$ cat src/rtl/image_blit_engine.sv
// Screen blit engine: fills the frame buffer with a constant colour or copies one
// of several image memories into it, one pixel per clock, through a one-stage read pipeline.
module image_blit_engine #(
    parameter int COLOUR_W      = 3,
    parameter int ADDR_W        = 15,
    parameter int NUM_IMAGES    = 4,
    parameter int OP_W          = 3,
    parameter int SCREEN_PIXELS = 19200
) (
    input  logic                           clk_in,
    input  logic                           reset,
    input  logic                           start,
    input  logic [OP_W-1:0]                opcode,
    input  logic [COLOUR_W-1:0]            fill_colour,
    input  logic                           abort,
    input  logic [NUM_IMAGES*COLOUR_W-1:0] img_data,
    output logic [ADDR_W-1:0]              img_addr,
    output logic                           img_rd_en,
    output logic                           fb_wren,
    output logic [ADDR_W-1:0]              fb_addr,
    output logic [COLOUR_W-1:0]            fb_data,
    output logic                           busy,
    output logic                           done,
    output logic                           err
);

    typedef enum logic [1:0] {IDLE, RUN, DRAIN, DONE} state_t;

    localparam logic [ADDR_W-1:0] LAST_ADDR = ADDR_W'(SCREEN_PIXELS - 1);
    localparam logic [OP_W-1:0]   MAX_OP    = OP_W'(NUM_IMAGES);

    state_t                state_q;
    logic [ADDR_W-1:0]     rdAddr_q;
    logic [ADDR_W-1:0]     wrAddr_q;
    logic                  rdEn_q;
    logic                  wrEn_q;
    logic                  busy_q;
    logic                  done_q;
    logic                  err_q;
    logic [OP_W-1:0]       op_q;
    logic [COLOUR_W-1:0]   fill_q;
    logic                  abortRun;
    logic [COLOUR_W-1:0]   imgPixel;

    // An abort withdraws the read presented this cycle so it never turns into a write.
    assign abortRun  = abort && (state_q == RUN);
    assign img_rd_en = rdEn_q && !abortRun;
    assign img_addr  = rdAddr_q;
    assign fb_wren   = wrEn_q;
    assign fb_addr   = wrAddr_q;
    assign busy      = busy_q;
    assign done      = done_q;
    assign err       = err_q;

    // Image read data arrives one cycle after its address, which is exactly when the
    // matching write is on the bus, so the selected slice feeds fb_data directly.
    always_comb begin
        imgPixel = '0;
        for (int k = 0; k < NUM_IMAGES; k++) begin
            if (op_q == OP_W'(k + 1)) begin
                imgPixel = img_data[k*COLOUR_W +: COLOUR_W];
            end
        end
    end

    assign fb_data = !wrEn_q ? '0 : ((op_q == '0) ? fill_q : imgPixel);

    always_ff @(posedge clk_in) begin
        if (reset) begin
            state_q  <= IDLE;
            rdAddr_q <= '0;
            wrAddr_q <= '0;
            rdEn_q   <= 1'b0;
            wrEn_q   <= 1'b0;
            busy_q   <= 1'b0;
            done_q   <= 1'b0;
            err_q    <= 1'b0;
            op_q     <= '0;
            fill_q   <= '0;
        end else begin
            done_q   <= 1'b0;
            wrEn_q   <= img_rd_en;
            wrAddr_q <= rdAddr_q;
            case (state_q)
                IDLE: begin
                    if (start) begin
                        op_q     <= opcode;
                        fill_q   <= fill_colour;
                        busy_q   <= 1'b1;
                        rdAddr_q <= '0;
                        if (opcode > MAX_OP) begin
                            err_q   <= 1'b1;
                            done_q  <= 1'b1;
                            state_q <= DONE;
                        end else begin
                            err_q   <= 1'b0;
                            rdEn_q  <= 1'b1;
                            state_q <= RUN;
                        end
                    end
                end
                RUN: begin
                    if (abort || rdAddr_q == LAST_ADDR) begin
                        rdEn_q  <= 1'b0;
                        state_q <= DRAIN;
                    end else begin
                        rdAddr_q <= rdAddr_q + 1'b1;
                    end
                end
                // Leave only once the write pipeline has emptied.
                DRAIN: begin
                    if (!wrEn_q) begin
                        done_q  <= 1'b1;
                        state_q <= DONE;
                    end
                end
                DONE: begin
                    busy_q  <= 1'b0;
                    state_q <= IDLE;
                end
                default: state_q <= IDLE;
            endcase
        end
    end

endmodule

$ cat config.mk
export PLATFORM = sky130hd
export DESIGN_NAME = image_blit_engine
export DESIGN_NICKNAME = d
export VERILOG_FILES = /design/src/rtl/image_blit_engine.sv
export SDC_FILE = /design/constraint.sdc
export NUM_CORES = 1
export LEC_CHECK = 0
export BUFFER_PORTS_ARGS = -buffer_cell sky130_fd_sc_hd__buf_2
export CORE_ASPECT_RATIO = 2
export CORE_MARGIN = 10
export CORE_UTILIZATION = 55
export DETAILED_ROUTE_END_ITERATION = 8
export PLACE_DENSITY_LB_ADDON = 0.15
export SYNTH_ARGS = -nofsm -noshare
export SYNTH_HDL_FRONTEND = slang
export SYNTH_SLANG_ARGS = --single-unit
$ cat constraint.sdc
create_clock -name clk_in -period 4.25 [get_ports clk_in]
set_clock_uncertainty 0.05 [all_clocks]
set_input_delay 0.425 -clock clk_in [delete_from_list [all_inputs] [get_ports clk_in]]
set_output_delay 0.425 -clock clk_in [all_outputs]
set_load 0.1 [all_outputs]
==> key figures, run 1 <==
Cells and area
  – Share of cells above drive strength 1: 25.26%
  – Commonest non-fill, non-tap cell in the layout: buf_2
  – # diodes: 0
  – Nets: between 300 and 400
  – Most frequent cells in the layout: buf_2, dfxtp_1, nand2_1
  – Synthesis-to-layout area growth: 18.13%
  – Non-Filler Instances: roughly 330

Placed design
  – # port buffers: between 50 and 60
  – GPL Wtd Cong: between 0.8 and 0.9
  – Detailed placement HPWL: 4200 um
  – Inst Count DP: 326
  – Place WS: 1.549 ns

Route
  – Remaining DRCs: 0
  – Antenna-violating nets left: 0
  – Drt pass-1 iters: 4
  – Routed vias: a little under 2000
  – Iter 0 DRT Violations: 65
  – Drt wl/cell: about 17 um
  – WL final: about 5600 um
  – Vias per Instance: ~5.8

Global routing
  – Pin count of the biggest net entering global routing: 45
  – Vias in the first global route: between 1500 and 2000
  – First-pass GRT wire length: 9177 um
  – GRT overflow: 0
  – GRT Util Overall: between 15 and 20%
  – Initial antenna violation count: 0

Clocking
  – Number of H-tree levels: 2
  – Clock Sinks: 43
  – Clk Latency, worst-skew pair: ~0.30 ns
  – Total setup buffers inserted after CTS: 0
  – Clk Tree Root Cell: clkbuf_8
  – Hold-fix buffers, CTS: 0
  – CTS Buf Count: 5
  – Clk slew on worst S/H paths: 0.08 ns
  – CTS tree: done
  – Cts repair resizes: 0
  – Clock Path Buffers: 2

Setup path
  – Crit. End Element: register
  – CP required: 4.40 ns
  – Max FO, Critical Path: 21
  – Critical path type: reg -> reg
  – CP arrival: slightly below 3 ns
  – Register-to-register path setup slack: roughly 1.5 ns
  – Startpoint Class: register

Yosys
  – Syn. warnings: 0
  – Cell Area, Synth: between 2000 and 2500 um2
  – Syn_nets: roughly 260
  – Syn Area/Cell: 8.636 um2
  – Primary FF master, synth: dfxtp_1
  – Seq cells post-synth: 43
  – Mapped Cells: roughly 240
  – Sequential share of the synthesized area: a little over two fifths
  – Synth unique cells: 38
  – Ys async rst share: 0%
  – Number of synthesized flops with an enable pin: 0

Timing
  – Final Hold Fails: 0
  – PnR worst setup slack: 1.483 ns
  – Final worst path period need: 2.767 ns
  – Fmax: approximately 0.36 GHz
  – Slew margin rel.: approximately 45%
  – RSZ-0062 raised after global routing: false
  – Setup violators final: 0
  – Slew Limit Fails: 0
  – Worst Max-Slew Pin Slew: around 0.82 ns
  – Fin Setup TNS: 0 ns
  – Fin crit share: 65.12%

Power and ir drop
  – Power Dens Cells: 473.9 nW/um2
  – Pint: around 670 uW
  – Pleak: between 0.0009 and 0.001 uW
  – Maximum VDD drop: 299.9 uV
  – Switch share: slightly above 40%
  – Sequential power share: 40.9%
  – Switching power: approximately 470 uW
  – Clock share of power: 21.9%
  – Combinational power share: between 30% and 40%

Min path
  – HP Class: in -> reg

Die
  – IO Pins: 60
  – Die height: approximately 110 um
  – Die ar.: roughly 6700 um2
  – Die width: 62.95 um
  – Initial core utilization: a little under three fifths
  – Row cnt: 31
  – Core area: 3607 um2

Job
  – Maxcap violations: 0

Run status
  – Outcome: complete, no violations
-- metal layers --
metal | vias to the layer above | GRT usage [%] | part of all wire [%]
li1 | 960 | - | -
met1 | 893 | 15.02 | 36
met2 | 53 | 31.90 | 56
met3 | 15 | 4.206 | 4.7
met4 | 0 | 9.646 | 3.3
met5 | - | 0 | 0
-- cells by family after synthesis --
logic type,Yosys count,share of synthesized area [%]
adders and majority gates,6,3.699
DFF,43,42.42
and+or+nand+nor,86,22.32
AOI/OAI and AO/OA,68,23.31
buffers and inverters,28,5.610
muxes,4,2.651
-- cell type report --
cell class	instances	area [um2]
Timing Repair Buffer	59	295.3
Fill cell	337	1210
Tap cell	49	61.31
Clock inverter	3	15.01
Clock buffer	5	68.82
Sequential cell	43	860.8
Multi-Input combinational cell	164	1055
Inverter	11	41.29
-- cells in the mapped netlist, drive strengths merged, types with 5 or more instances --
library cell   n  share of area [%]
dfxtp         43                 42
nand2         25                4.6
a21oi         19                4.7
clkbuf        15                2.8
nor2          15                2.8
nor2b         15                4.6
a311oi        14                6.0
inv           11                2.0
o31ai          8                3.0
ha             6                3.7
nand3          6                1.5
o21ai          6                1.7
a31oi          5                1.5
nor3           5                1.2
-- metrics by stage --
step	cell area, um2	total power (uW)	hold slack [ns]	util, %
after floorplan	2029	824.6	0.3834	-
after global placement	2313	893.3	0.3961	64.13
after detailed placement	2313	895.6	0.4004	64.13
after CTS	2397	1146	0.3091	66.46
after global routing	2397	1206	0.3361	66.46
final	2397	1136	0.3123	66.46
-- state kept, by name (all words and copies together) (netlist names) --
signal,count
fb_addr,15
img_addr,15
fill_q,3
op_q,3
state_q,2
busy,1
done,1
err,1
fb_wren,1
rdEn_q,1
-- path summary, 6_finish.rpt --
check / startpoint / cells after the start / endpoint
min: fill_colour[0] / 3 / fill_q[0]$_SDFFE_PP0P_
max reg2reg: state_q[1]$_SDFFE_PP0P_ / 6 / img_addr[9]$_SDFFE_PP0P_
max: state_q[1]$_SDFFE_PP0P_ / 6 / img_addr[9]$_SDFFE_PP0P_
min reg2reg: fill_q[1]$_SDFFE_PP0P_ / 2 / fill_q[1]$_SDFFE_PP0P_
-- power groups by stage --
stage / clock, uW / combinational [uW] / sequential, uW
2_1_floorplan: 0 / 287 / 537
3_3_place_gp: 0 / 420 / 473
3_5_place_dp: 0 / 421 / 474
4_1_cts: 255 / 426 / 464
5_1_grt: 268 / 468 / 470
6_report: 248 / 423 / 464
-- worst max-delay path, cell delays in order (launching register included) --
cell	delay (ns)
dfxtp_1	0.33
inv_1	0.11
ha_1	0.63
nand2b_1	0.28
nor4_1	0.78
a31oi_1	0.19
a311oi_1	0.30
No activity file was read; power rests on OpenSTA's default activity.
==> inputs of run 2 (changes only) <==
ABC_AREA = 1   (was not set)
CORE_UTILIZATION = 52   (was 55)
clock period = 2.89 ns   (was 4.25 ns; I/O delays follow)
==> run 2 against run 1 <==
Combinational power rose to 3.5 times the previous value. Die area up 11%. Wire length up 9.7%. Synthesized cell count up 43%. Count of clock-buffer cells in the layout up 1. Critical endpoint is now fb_data[2].
==> key figures, run 2 <==
Clocking
  – Cts repair resizes: 0
  – Total setup buffers inserted after CTS: 0
  – Clk Latency, worst-skew pair: 0.29 ns
  – Clock Sinks: 43
  – Clock Path Buffers: 2
  – Clk Tree Root Cell: clkbuf_8
  – Clk slew on worst S/H paths: 0.08 ns
  – Hold-fix buffers, CTS: 0
  – CTS tree: done
  – CTS Buf Count: 5
  – Number of H-tree levels: 2

Timing
  – Fmax: roughly 0.45 GHz
  – Slew margin rel.: between 30 and 40%
  – Fin crit share: between 70% and 80%
  – Final worst path period need: approximately 2.2 ns
  – Slew Limit Fails: 0
  – Worst Max-Slew Pin Slew: around 0.92 ns
  – PnR worst setup slack: 0.6518 ns
  – Final Hold Fails: 0
  – Hold Slack: 0.2082 ns
  – Fin Setup TNS: 0 ns
  – RSZ-0062 raised after global routing: false
  – Setup violators final: 0

Yosys
  – Syn Area/Cell: approximately 6.6 um2
  – Sequential share of the synthesized area: roughly two fifths
  – Mapped Cells: around 340
  – Most frequent cell after synthesis: nand2_1
  – Area leader, netlist: dfxtp_1
  – Number of synthesized flops with an enable pin: 0
  – Yosys top cell area share: between 30 and 40%
  – Syn_nets: around 360
  – Primary FF master, synth: dfxtp_1
  – Cell Area, Synth: ~2200 um2
  – Synth area leaders: dfxtp_1, nand2_1, nor2_1
  – Seq cells post-synth: 43
  – Synth top cells by count: nand2_1, nor2_1, dfxtp_1
  – Syn. warnings: 0
  – Ys async rst share: 0%
  – Synth unique cells: 21

Global routing
  – Pin count of the biggest net entering global routing: 25
  – Vias in the first global route: 2273
  – Initial antenna violation count: 0
  – First-pass GRT wire length: just under 10000 um
  – GRT Util Overall: between 15 and 20%
  – GRT overflow: 0

Min path
  – HP Class: in -> reg

Setup path
  – CP required: roughly 2.6 ns
  – CP arrival: around 1.9 ns
  – Crit. End Element: output port
  – Critical path type: reg -> out
  – Max FO, Critical Path: 4
  – Startpoint Class: register

Power and ir drop
  – Sequential power share: 29.1%
  – Power Dens Cells: roughly 1100 nW/um2
  – Switch share: approximately 54%
  – Switching power: between 1000 and 1500 uW
  – Maximum VDD drop: 663.2 uV
  – Pint: between 1000 and 1500 uW
  – Combinational power share: a little over half
  – Pleak: 0.001256 uW
  – Clock share of power: approximately 17%

Placed design
  – Place WS: 0.7310 ns
  – # port buffers: approximately 60
  – Detailed placement HPWL: ~4800 um
  – GPL Wtd Cong: 0.8965

Cells and area
  – Share of cells above drive strength 1: just over 20%
  – # diodes: 0
  – Synthesis-to-layout area growth: 19.26%
  – Commonest non-fill, non-tap cell in the layout: nand2_1
  – Most frequent cells in the layout: nand2_1, nor2_1, buf_2
  – Nets: 417

Route
  – Remaining DRCs: 0
  – Iter 0 DRT Violations: 77
  – Antenna-violating nets left: 0
  – Vias per Instance: 5.247
  – WL final: approximately 6100 um
  – Drt pass-1 iters: 4
  – Drt wl/cell: roughly 14 um
  – Routed vias: around 2300

Die
  – Row cnt: 33
  – Die width: roughly 66 um
  – IO Pins: 60
  – Die height: 111.9 um
  – Initial core utilization: a little over half
  – Core area: just over 4000 um2
  – Die ar.: roughly 7400 um2

Run status
  – Outcome: complete, no violations

Job
  – Maxcap violations: 0
[run 2: cell count changes after synthesis, moves of 9 or more]
| cell | before | now |
|---|---|---|
| o21ai_0 | 5 | 20 |
| nand2_1 | 25 | 78 |
| nor2b_1 | 15 | 0 |
| nand3_1 | 6 | 26 |
| clkbuf_1 | 15 | 6 |
| a311oi_1 | 14 | 0 |
| nor2_1 | 15 | 66 |
| inv_1 | 11 | 39 |
[run 2: layout make-up]
class	count	area, um2
Clock buffer	6	82.58
Clock inverter	2	35.03
Fill cell	392	1469
Inverter	41	153.9
Multi-Input combinational cell	238	1119
Sequential cell	43	860.8
Tap cell	52	65.06
Timing Repair Buffer	60	302.8
[run 2: worst paths after layout]
path	startpoint	endpoint	slack, ns	cells after the start
worst min-delay path	opcode[2]	op_q[2]$_SDFFE_PP0P_	0.21	3
worst max-delay path	op_q[2]$_SDFFE_PP0P_	fb_data[2]	0.65	6
worst min register to register	fill_q[2]$_SDFFE_PP0P_	fill_q[2]$_SDFFE_PP0P_	0.41	2
worst max register to register	state_q[1]$_SDFFE_PP0P_	img_addr[13]$_SDFFE_PP0P_	0.70	9
[run 2: through the flow]
step | total power, uW | utilization [%] | std cells | area (um2)
detailed placement | 2314 | 61.19 | 434 | 2501
global placement | 2293 | 61.19 | 434 | 2501
finish | 2780 | 64.06 | 442 | 2619
CTS | 2796 | 64.06 | 442 | 2619
global route | 2958 | 64.06 | 442 | 2619
floorplan | 2095 | - | 335 | 2207
[run 2: layer usage]
metal | up-vias | share of wire, % | global-route usage [%]
met5 | - | 0 | 0
met4 | 0 | 4.7 | 9.564
met3 | 25 | 5.8 | 4.418
met2 | 91 | 52 | 30.42
met1 | 1050 | 37 | 14.66
li1 | 1153 | - | -
[run 2: logic make-up (layout without fill, tap and decap cells)]
family,count (synthesis),after routing,synth area share (%)
AO/OA/AOI/OAI,50,50,11.91
adder cells (fa/ha/maj),6,6,3.419
buffers and inverters,54,109,10.37
flip-flops,43,43,39.20
AND/OR/NAND/NOR,182,182,35.10
[run 2: critical path: stages (launching register included)]
cell and delay, ns:
dfxtp_1 0.35, inv_1 0.13, nand3_1 0.13, o21ai_0 0.26
o21ai_0 0.17, a21oi_2 0.13, buf_2 0.44
[run 2: power by group through the flow]
stage	logic, uW	clock network (uW)	registers, uW
floorplan	798	0	1300
global placement	1470	0	819
detailed placement	1490	0	822
CTS	1500	491	808
global route	1620	511	826
finish	1490	484	809
==> inputs of run 3 (changes only) <==
ABC_AREA = 0   (was 1)
CORE_UTILIZATION = 51   (was 52)
clock period = 2.1 ns   (was 2.89 ns; I/O delays follow)
==> run 3 against run 2 <==
Final cell count is 21% lower. Wire length is 3.2% lower. Non-clock buffer count grew 13. Critical path type is now reg -> reg.
==> key figures, run 3 (same netlist as run 1, synthesis figures left out) <==
Cells and area
  – Non-Filler Instances: 350
  – # diodes: 0
  – Fillers: ~360
  – Synthesis-to-layout area growth: 29.35%
  – Share of cells above drive strength 1: 37.79%
  – Most frequent cells in the layout: buf_2, nand2_1, dfxtp_1
  – Commonest non-fill, non-tap cell in the layout: buf_2
  – Nets: 326

Global routing
  – GRT overflow: 0
  – Initial antenna violation count: 0
  – GRT Util Overall: between 15 and 20%
  – Pin count of the biggest net entering global routing: 18
  – Vias in the first global route: slightly below 2000
  – First-pass GRT wire length: 9487 um

Min path
  – Hold path depth: 3
  – Hold_sp: fill_colour[2]
  – HP Class: in -> reg
  – WHS Endpoint: fill_q[2]$_SDFFE_PP0P_

Route
  – Top sig layer: met4
  – Antenna-violating nets left: 0
  – WL final: 5934 um
  – Routed metal-1 wirelength: 2135 um
  – Drt wl/cell: approximately 17 um
  – WL met3: around 360 um
  – Vias per Instance: 5.737
  – Drt pass-1 iters: 4
  – Remaining DRCs: 0
  – Iter 0 DRT Violations: 91
  – Met2 wire length: 3234 um
  – Routed vias: approximately 2000

Timing
  – Slew margin rel.: between 50% and 60%
  – Final Hold Fails: 0
  – Worst Max-Slew Pin Slew: between 0.6 and 0.7 ns
  – Slew Limit Fails: 0
  – Setup violators final: 0
  – Fmax: ~0.5 GHz
  – RSZ-0062 raised after global routing: false
  – Fin crit share: 95.37%
  – Fin Setup TNS: 0 ns
  – PnR worst setup slack: about 0.1 ns
  – Final worst path period need: approximately 2 ns

Run status
  – Outcome: complete, no violations

Placed design
  – GPL Wtd Cong: a little over 0.9
  – Detailed placement HPWL: 4607 um
  – Place WS: between 0.07 and 0.08 ns
  – # port buffers: 59
  – Inst Count DP: around 340

Clocking
  – Hold-fix buffers, CTS: 0
  – CTS tree: done
  – Clock Path Buffers: 2
  – Number of H-tree levels: 2
  – Clock Sinks: 43
  – Clk slew on worst S/H paths: around 0.080 ns
  – Clk Latency, worst-skew pair: roughly 0.29 ns
  – Clk Tree Root Cell: clkbuf_8
  – Total setup buffers inserted after CTS: 0
  – CTS Buf Count: 5

Setup path
  – Register-to-register path setup slack: approximately 0.097 ns
  – CP required: 2.20 ns
  – Crit. End Element: register
  – Startpoint Class: register
  – Critical path type: reg -> reg
  – Reg2Reg Depth: 6
  – CP arrival: ~2.1 ns
  – Max FO, Critical Path: 5
  – R2R Path End: img_addr[9]$_SDFFE_PP0P_
  – R2r startpoint: state_q[0]$_SDFFE_PP0P_

Job
  – Maxcap violations: 0

Die
  – Row cnt: 32
  – Die height: about 110 um
  – Die width: ~65 um
  – IO Pins: 60
  – Die ar.: 7056 um2
  – Core area: 3844 um2
  – Initial core utilization: between 50% and 60%

Power and ir drop
  – Pleak: 0.001073 uW
  – Power Dens Cells: 973.2 nW/um2
  – Maximum VDD drop: between 700 and 800 uV
[run 3: cell types whose count changed in the layout (fill, tap and decap cells not counted), sizes merged, moves of 15 or more]
cell,delta
inv,-28
nor2,-51
nor2b,+15
nand2,-58
o21ai,-16
nand3,-24
[run 3: per-stage QoR]
step,instance area [um2],total power (uW),utilization [%],hold WS (ns)
5_1_grt,2625,2699,68.29,0.08405
6_report,2625,2555,68.29,0.09518
2_1_floorplan,2106,1675,-,0.2960
3_5_place_dp,2496,1930,64.94,0.3989
3_3_place_gp,2496,1914,64.94,0.3938
4_1_cts,2610,2553,67.90,0.08959
[run 3: timing repair]
action,4_1_cts,5_1_grt
endpoints found under the setup margin,1,10
pin swaps,0,2
gates resized for setup,1,5
hold endpoints to repair,0,0
[run 3: area by class of cell]
| cell class | count | area [um2] | share of cell area [%] |
|---|---|---|---|
| Clock buffer | 7 | 107.6 | 4.099 |
| Multi-Input combinational cell | 164 | 1100 | 41.90 |
| Inverter | 11 | 41.29 | 1.573 |
| Timing Repair Buffer | 73 | 400.4 | 15.25 |
| Clock inverter | 1 | 5.005 | 0.1907 |
| Tap cell | 51 | 63.81 | 2.431 |
| Sequential cell | 43 | 907.1 | 34.56 |
[run 3: routing by layer]
layer | vias up | GRT usage (%)
met3 | 16 | 3.597
li1 | 989 | -
met5 | - | 0
met1 | 930 | 15.75
met2 | 73 | 31.66
met4 | 0 | 9.231
[run 3: how the worst max path moves through the flow]
stage,endpoint,start
after floorplan,img_addr[9]$_SDFFE_PP0P_,state_q[0]$_SDFFE_PP0P_
after global placement,img_addr[9]$_SDFFE_PP0P_,state_q[0]$_SDFFE_PP0P_
after detailed placement,img_addr[9]$_SDFFE_PP0P_,state_q[0]$_SDFFE_PP0P_
after CTS,img_rd_en,state_q[1]$_SDFFE_PP0P_
after global routing,img_addr[9]$_SDFFE_PP0P_,state_q[0]$_SDFFE_PP0P_
final,img_addr[9]$_SDFFE_PP0P_,state_q[0]$_SDFFE_PP0P_
[run 3: worst max-delay path, cell delays in order (launching register included)]
cell	delay (ns)
dfxtp_2	0.35
inv_1	0.08
ha_1	0.21
nor2b_1	0.15
or4_4	0.57
o41ai_1	0.32
a311oi_1	0.13
[run 3: where the power goes]
| part | switching, uW | total [uW] | internal, uW | leakage [uW] |
|---|---|---|---|---|
| sequential | 58.0 | 935 | 877 | 0.000360 |
| combinational | 672 | 997 | 325 | 0.000654 |
| clock | 286 | 623 | 337 | 0.0000594 |
